<file path="src/rtl/a_to_b_feeder_pkg.sv">
// Shared types and defaults for the a_to_b_feeder slice.
package a_to_b_feeder_pkg;

  localparam int A2B_FROM_W       = 8;
  localparam int A2B_TO_W         = 8;
  localparam int A2B_FIFO_DEPTH   = 4;
  localparam int A2B_DWELL_CYCLES = 2;

  typedef enum logic [1:0] {
    A2B_IDLE  = 2'd0,
    A2B_DRIVE = 2'd1,
    A2B_RESP  = 2'd2
  } a2b_state_e;

  // Dwell counter width; a single bit is kept even when DWELL_CYCLES == 1.
  function automatic int a2b_cnt_w(input int dwell);
    return (dwell > 1) ? $clog2(dwell) : 1;
  endfunction

endpackage

</file>
<file path="src/rtl/a_to_b_feeder_fifo.sv">
// Small synchronous FIFO; head reads straight out of the storage flops.
module a_to_b_fifo #(
  parameter int WIDTH = 8,
  parameter int DEPTH = 4
) (
  input  logic             clk,
  input  logic             rst,
  input  logic             push,
  input  logic [WIDTH-1:0] wdata,
  input  logic             pop,
  output logic [WIDTH-1:0] head,
  output logic             full,
  output logic             empty
);

  localparam int AW = $clog2(DEPTH);
  localparam int PW = AW + 1;

  logic [WIDTH-1:0] mem_q [DEPTH];
  logic [PW-1:0]    wr_ptr_q, rd_ptr_q;
  logic             do_push, do_pop;

  assign do_push = push && !full;
  assign do_pop  = pop && !empty;

  // Extra pointer MSB distinguishes full from empty; wrap is natural overflow.
  assign empty = (wr_ptr_q == rd_ptr_q);
  assign full  = (wr_ptr_q[AW] != rd_ptr_q[AW]) &&
                 (wr_ptr_q[AW-1:0] == rd_ptr_q[AW-1:0]);
  assign head  = mem_q[rd_ptr_q[AW-1:0]];

  // Pointer update.
  always_ff @(posedge clk or posedge rst) begin
    if (rst) begin
      wr_ptr_q <= '0;
      rd_ptr_q <= '0;
    end else begin
      if (do_push) wr_ptr_q <= wr_ptr_q + PW'(1);
      if (do_pop)  rd_ptr_q <= rd_ptr_q + PW'(1);
    end
  end

  // Storage write; contents need no reset since empty masks them.
  always_ff @(posedge clk) begin
    if (do_push) mem_q[wr_ptr_q[AW-1:0]] <= wdata;
  end

endmodule

</file>
<file path="src/rtl/a_to_b_feeder.sv">
// Feeds module_b one word at a time, holds it for a fixed dwell, then
// returns module_b's reply on a valid/ready response stream.
module a_to_b_feeder
  import a_to_b_feeder_pkg::*;
#(
  parameter int DATA_FROM_A_BITWIDTH = A2B_FROM_W,
  parameter int DATA_TO_A_BITWIDTH   = A2B_TO_W,
  parameter int FIFO_DEPTH           = A2B_FIFO_DEPTH,
  parameter int DWELL_CYCLES         = A2B_DWELL_CYCLES
) (
  input  logic                            clk,
  input  logic                            rst,
  input  logic [DATA_FROM_A_BITWIDTH-1:0] in_data,
  input  logic                            in_valid,
  output logic                            in_ready,
  output logic [DATA_FROM_A_BITWIDTH-1:0] data_from_a,
  input  logic [DATA_TO_A_BITWIDTH-1:0]   data_to_a,
  output logic [DATA_TO_A_BITWIDTH-1:0]   rsp_data,
  output logic                            rsp_valid,
  input  logic                            rsp_ready,
  output logic                            busy
);

  localparam int              CNT_W    = a2b_cnt_w(DWELL_CYCLES);
  localparam logic [CNT_W-1:0] CNT_INIT = CNT_W'(DWELL_CYCLES - 1);

  a2b_state_e                      state_q, state_d;
  logic [CNT_W-1:0]                cnt_q, cnt_d;
  logic [DATA_FROM_A_BITWIDTH-1:0] drv_q, drv_d;
  logic [DATA_TO_A_BITWIDTH-1:0]   rsp_data_q, rsp_data_d;
  logic                            rsp_valid_q, rsp_valid_d;

  logic                            push, pop, full, empty;
  logic [DATA_FROM_A_BITWIDTH-1:0] head;

  // in_ready comes only from registered pointers, so a pop never re-opens
  // it within the same cycle.
  assign in_ready = !full;
  assign push     = in_valid && !full;

  a_to_b_fifo #(
    .WIDTH (DATA_FROM_A_BITWIDTH),
    .DEPTH (FIFO_DEPTH)
  ) u_fifo (
    .clk   (clk),
    .rst   (rst),
    .push  (push),
    .wdata (in_data),
    .pop   (pop),
    .head  (head),
    .full  (full),
    .empty (empty)
  );

  // Sequencer next state: load word, dwell, capture reply, hand it off.
  always_comb begin
    state_d     = state_q;
    cnt_d       = cnt_q;
    drv_d       = drv_q;
    rsp_data_d  = rsp_data_q;
    rsp_valid_d = rsp_valid_q;
    pop         = 1'b0;
    case (state_q)
      A2B_IDLE: begin
        if (!empty) begin
          pop     = 1'b1;
          drv_d   = head;
          cnt_d   = CNT_INIT;
          state_d = A2B_DRIVE;
        end
      end
      A2B_DRIVE: begin
        if (cnt_q != '0) begin
          cnt_d = cnt_q - CNT_W'(1);
        end else begin
          rsp_data_d  = data_to_a;
          rsp_valid_d = 1'b1;
          state_d     = A2B_RESP;
        end
      end
      A2B_RESP: begin
        if (rsp_ready) begin
          rsp_valid_d = 1'b0;
          // Back-to-back: next word loads on the same edge the reply leaves.
          if (!empty) begin
            pop     = 1'b1;
            drv_d   = head;
            cnt_d   = CNT_INIT;
            state_d = A2B_DRIVE;
          end else begin
            state_d = A2B_IDLE;
          end
        end
      end
      default: state_d = A2B_IDLE;
    endcase
  end

  // Sequencer and response registers.
  always_ff @(posedge clk or posedge rst) begin
    if (rst) begin
      state_q     <= A2B_IDLE;
      cnt_q       <= '0;
      drv_q       <= '0;
      rsp_data_q  <= '0;
      rsp_valid_q <= 1'b0;
    end else begin
      state_q     <= state_d;
      cnt_q       <= cnt_d;
      drv_q       <= drv_d;
      rsp_data_q  <= rsp_data_d;
      rsp_valid_q <= rsp_valid_d;
    end
  end

  assign data_from_a = drv_q;
  assign rsp_data    = rsp_data_q;
  assign rsp_valid   = rsp_valid_q;
  assign busy        = (state_q != A2B_IDLE) || !empty;

endmodule

</file>
<file path="config.mk">
export PLATFORM = sky130hd
export DESIGN_NAME = a_to_b_feeder
export DESIGN_NICKNAME = d
export VERILOG_FILES = /design/src/rtl/a_to_b_feeder_pkg.sv /design/src/rtl/a_to_b_feeder_fifo.sv /design/src/rtl/a_to_b_feeder.sv
export SDC_FILE = /design/constraint.sdc
export NUM_CORES = 1
export LEC_CHECK = 0
export BUFFER_PORTS_ARGS = -buffer_cell sky130_fd_sc_hd__buf_2
export CELL_PAD_IN_SITES_DETAIL_PLACEMENT = 1
export CELL_PAD_IN_SITES_GLOBAL_PLACEMENT = 1
export CORE_MARGIN = 2
export CORE_UTILIZATION = 42
export DETAILED_ROUTE_END_ITERATION = 10
export PLACE_DENSITY_LB_ADDON = 0.1
export SLEW_MARGIN = 20
export SYNTH_ARGS = -nofsm -noshare
export SYNTH_HDL_FRONTEND = slang
export SYNTH_SLANG_ARGS = --single-unit
</file>
<file path="constraint.sdc">
create_clock -name clk -period 1.6 [get_ports clk]
set_input_delay 0.32 -clock clk [delete_from_list [all_inputs] [get_ports clk]]
set_output_delay 0.32 -clock clk [all_outputs]
set_load 0.05 [all_outputs]
</file>
==> run metrics <==
total gr overflow=0; # rows=27; Overall Global Routing Usage=~16%; initial DRC count=49; Synth area leader=edfxtp_1; Initial DRT Pass Iterations=3; clk buf depth=2; final core utilization=55.3%; Die ar.=6280 um2; crit-path cells=xnor2_2 -> nand3b_1 -> buf_4 -> buf_6 -> and3_4; post-route clock period utilization=104%; Finished Cell Area=slightly above 3000 um2; clock skew=4.00 ps; min cycle time layout=around 1700 ps; Synth Flop Type=edfxtp_1; CP peak stage delay=420 ps; final worst slack=-67.2 ps; initial core utilization=approximately 43%; # IOs=39; cell area after synthesis=approximately 2400 um2; CORE AREA=5470 um2; CTS Sinks=58; Synth Area per Inst=between 15 and 20 um2; commonest cells in the netlist=edfxtp_1, dfrtp_1, mux2_2, mux4_1, mux2_4; Detail Route Antenna Nets=0; ratio of cells with drive above 1 in the final layout=51.8%; Mapped Cells=approximately 120; post-route insts no fill=263; top post-synthesis cells by area=edfxtp_1, dfrtp_1, mux4_1; CP Launch Type=flop; Slew Viols, Final=0; CP max-delay cell=dfrtp_1; drt wl/cell=16.9 um; most common cell in the netlist=edfxtp_1; chip width=roughly 80 um; DRC violations left=0; clock-pin transition on the worst setup and hold timing paths=60 ps; max_slew headroom=about 78%; post-synthesis sequential area ratio=between 60% and 70%; total CTS buffers=9; die height=approximately 80 um; Placer Congestion=around 0.7; area post-placement=2770 um2; Worst Path Required=~1600 ps; Post-CTS Hold Buffers=0; HP Class=input pin to async pin; H-tree depth=3; DP Cell Count=around 240; synthesis-stage register bit count=between 50 and 60; nets=between 200 and 250; R2R setup slack=-70 ps; final hold viol count=0; vias per cell=4.84; global-route wire length before repair=around 7.2 mm; CTS tree=done; initial antenna violation count=0; unrepaired setup endpoints after global routing=yes; Detail Placement HPWL=slightly below 3 mm; failing checks=negative setup slack; FFs w/ async S/R, synth=between 40 and 50%; antenna cells=0; post-synth cell types=26; WS Path Type=flop to flop; CP Capture Type=flop; Syn Nets=around 150; CTS Root Cell=clkbuf_8; max-cap viol count=0; vias=roughly 1300; Slew @ Worst Pin=~330 ps; Fmax achieved=approximately 600 MHz; post-place setup slack=-37.1 ps; Synth warnings=0; status=finished with violations; I/O Buffers=38; endpoints failing setup=41; WL final=between 4 and 5 mm; largest net degree at the start of global routing=27; area grow syn2layout=27.3%; Yosys top cell area share=between 40 and 50%; worst skew pair latency=320 ps; WP data arrival=between 1500 and 2000 ps; Crit Path Max Fanout=8; number of global-route vias before repair=around 1300; EDFF count, synth=32
[cell usage in the layout (no fill, tap or decap), drive strengths merged]
cell type  instances
buf               53
edfxtp            32
dfrtp             26
mux2              19
clkbuf            12
mux4               8
and3               5
ha                 5
nor2               5
xnor2              5
inv                4
clkinv             4
nand2              3
xor2               2
and2b              1
a311oi             1
nand3b             1
a21oi              1
nand2b             1
o21bai             1
nand4              1
a21o               1
[kinds of logic (layout without fill, tap and decap cells)]
group / after synthesis / in the layout / share of synthesized area [%]
adder cells (fa/ha/maj): 5 / 5 / 2.63
AND/OR/NAND/NOR: 16 / 17 / 3.74
AO/OA/AOI/OAI: 4 / 4 / 1.95
buffers and inverters: 7 / 73 / 1.89
multiplexers: 27 / 27 / 18.8
XOR/XNOR: 7 / 7 / 3.21
flip-flops: 58 / 58 / 67.8
[metal layers]
| metal | wire (um) | part of all wire [%] | GRT usage, % |
|---|---|---|---|
| met5 | 0 | 0 | 0 |
| met1 | 1730 | 39 | 18.7 |
| met3 | 219 | 4.9 | 5.11 |
| met4 | 106 | 2.4 | 9.31 |
| met2 | 2370 | 54 | 27.6 |
[critical path: cells and delay by family, from the launching register on]
kind / cells / cell delay, ps
buffers and inverters: 2 / 250
DFF: 1 / 420
xor gates and xnor gates: 1 / 220
and+or+nand+nor: 2 / 480
[cell type report]
type,instances,area (um2)
fillers,539,2450
flip-flops and latches,58,1620
multi-input cells,60,800
repair buffers,53,344
clock buffers,12,145
well taps,72,90.1
clock inverters,4,17.5
inverters,4,15.0
[through the flow]
stage          hold WS, ps  setup TNS, ps
2_1_floorplan          360         -10390
3_5_place_dp           400           -231
3_3_place_gp           389        -0.0233
6_report              40.7          -1650
5_1_grt               49.8          -3820
4_1_cts               38.9           -664
[path summary, 6_finish.rpt]
path / from / to / cells after the start
setup / recovery: u_fifo.wr_ptr_q[2]$_DFFE_PP0P_ / u_fifo.mem_q[0][0]$_DFFE_PP_ / 5
hold / removal: rst / rsp_data[3]$_DFFE_PP0P_ / 3
setup reg to reg: u_fifo.wr_ptr_q[2]$_DFFE_PP0P_ / u_fifo.mem_q[0][0]$_DFFE_PP_ / 5
hold reg to reg: rsp_data[6]$_DFFE_PP0P_ / rsp_data[6]$_DFFE_PP0P_ / 1
max in group asynchronous: rst / u_fifo.wr_ptr_q[0]$_DFFE_PP0P_ / 3
min in group clk: in_data[0] / u_fifo.mem_q[2][0]$_DFFE_PP_ / 1
[registers in the layout, summed over array words and instances, names as in the netlist]
register	count
cnt_q	1
data_from_a	8
rsp_data	8
rsp_valid	1
state_q	2
u_fifo.mem_q	32
u_fifo.rd_ptr_q	3
u_fifo.wr_ptr_q	3
[what timing repair did]
action,in CTS,in global routing
gates resized for setup,9,3
setup endpoints to repair,43,38
buffers inserted,5,2
pin swaps,2,2
cloned,1,0
Power is left out: the tool's default activity adds up to more than one toggle a clock period on the data nets, which glitch-free logic cannot reach.
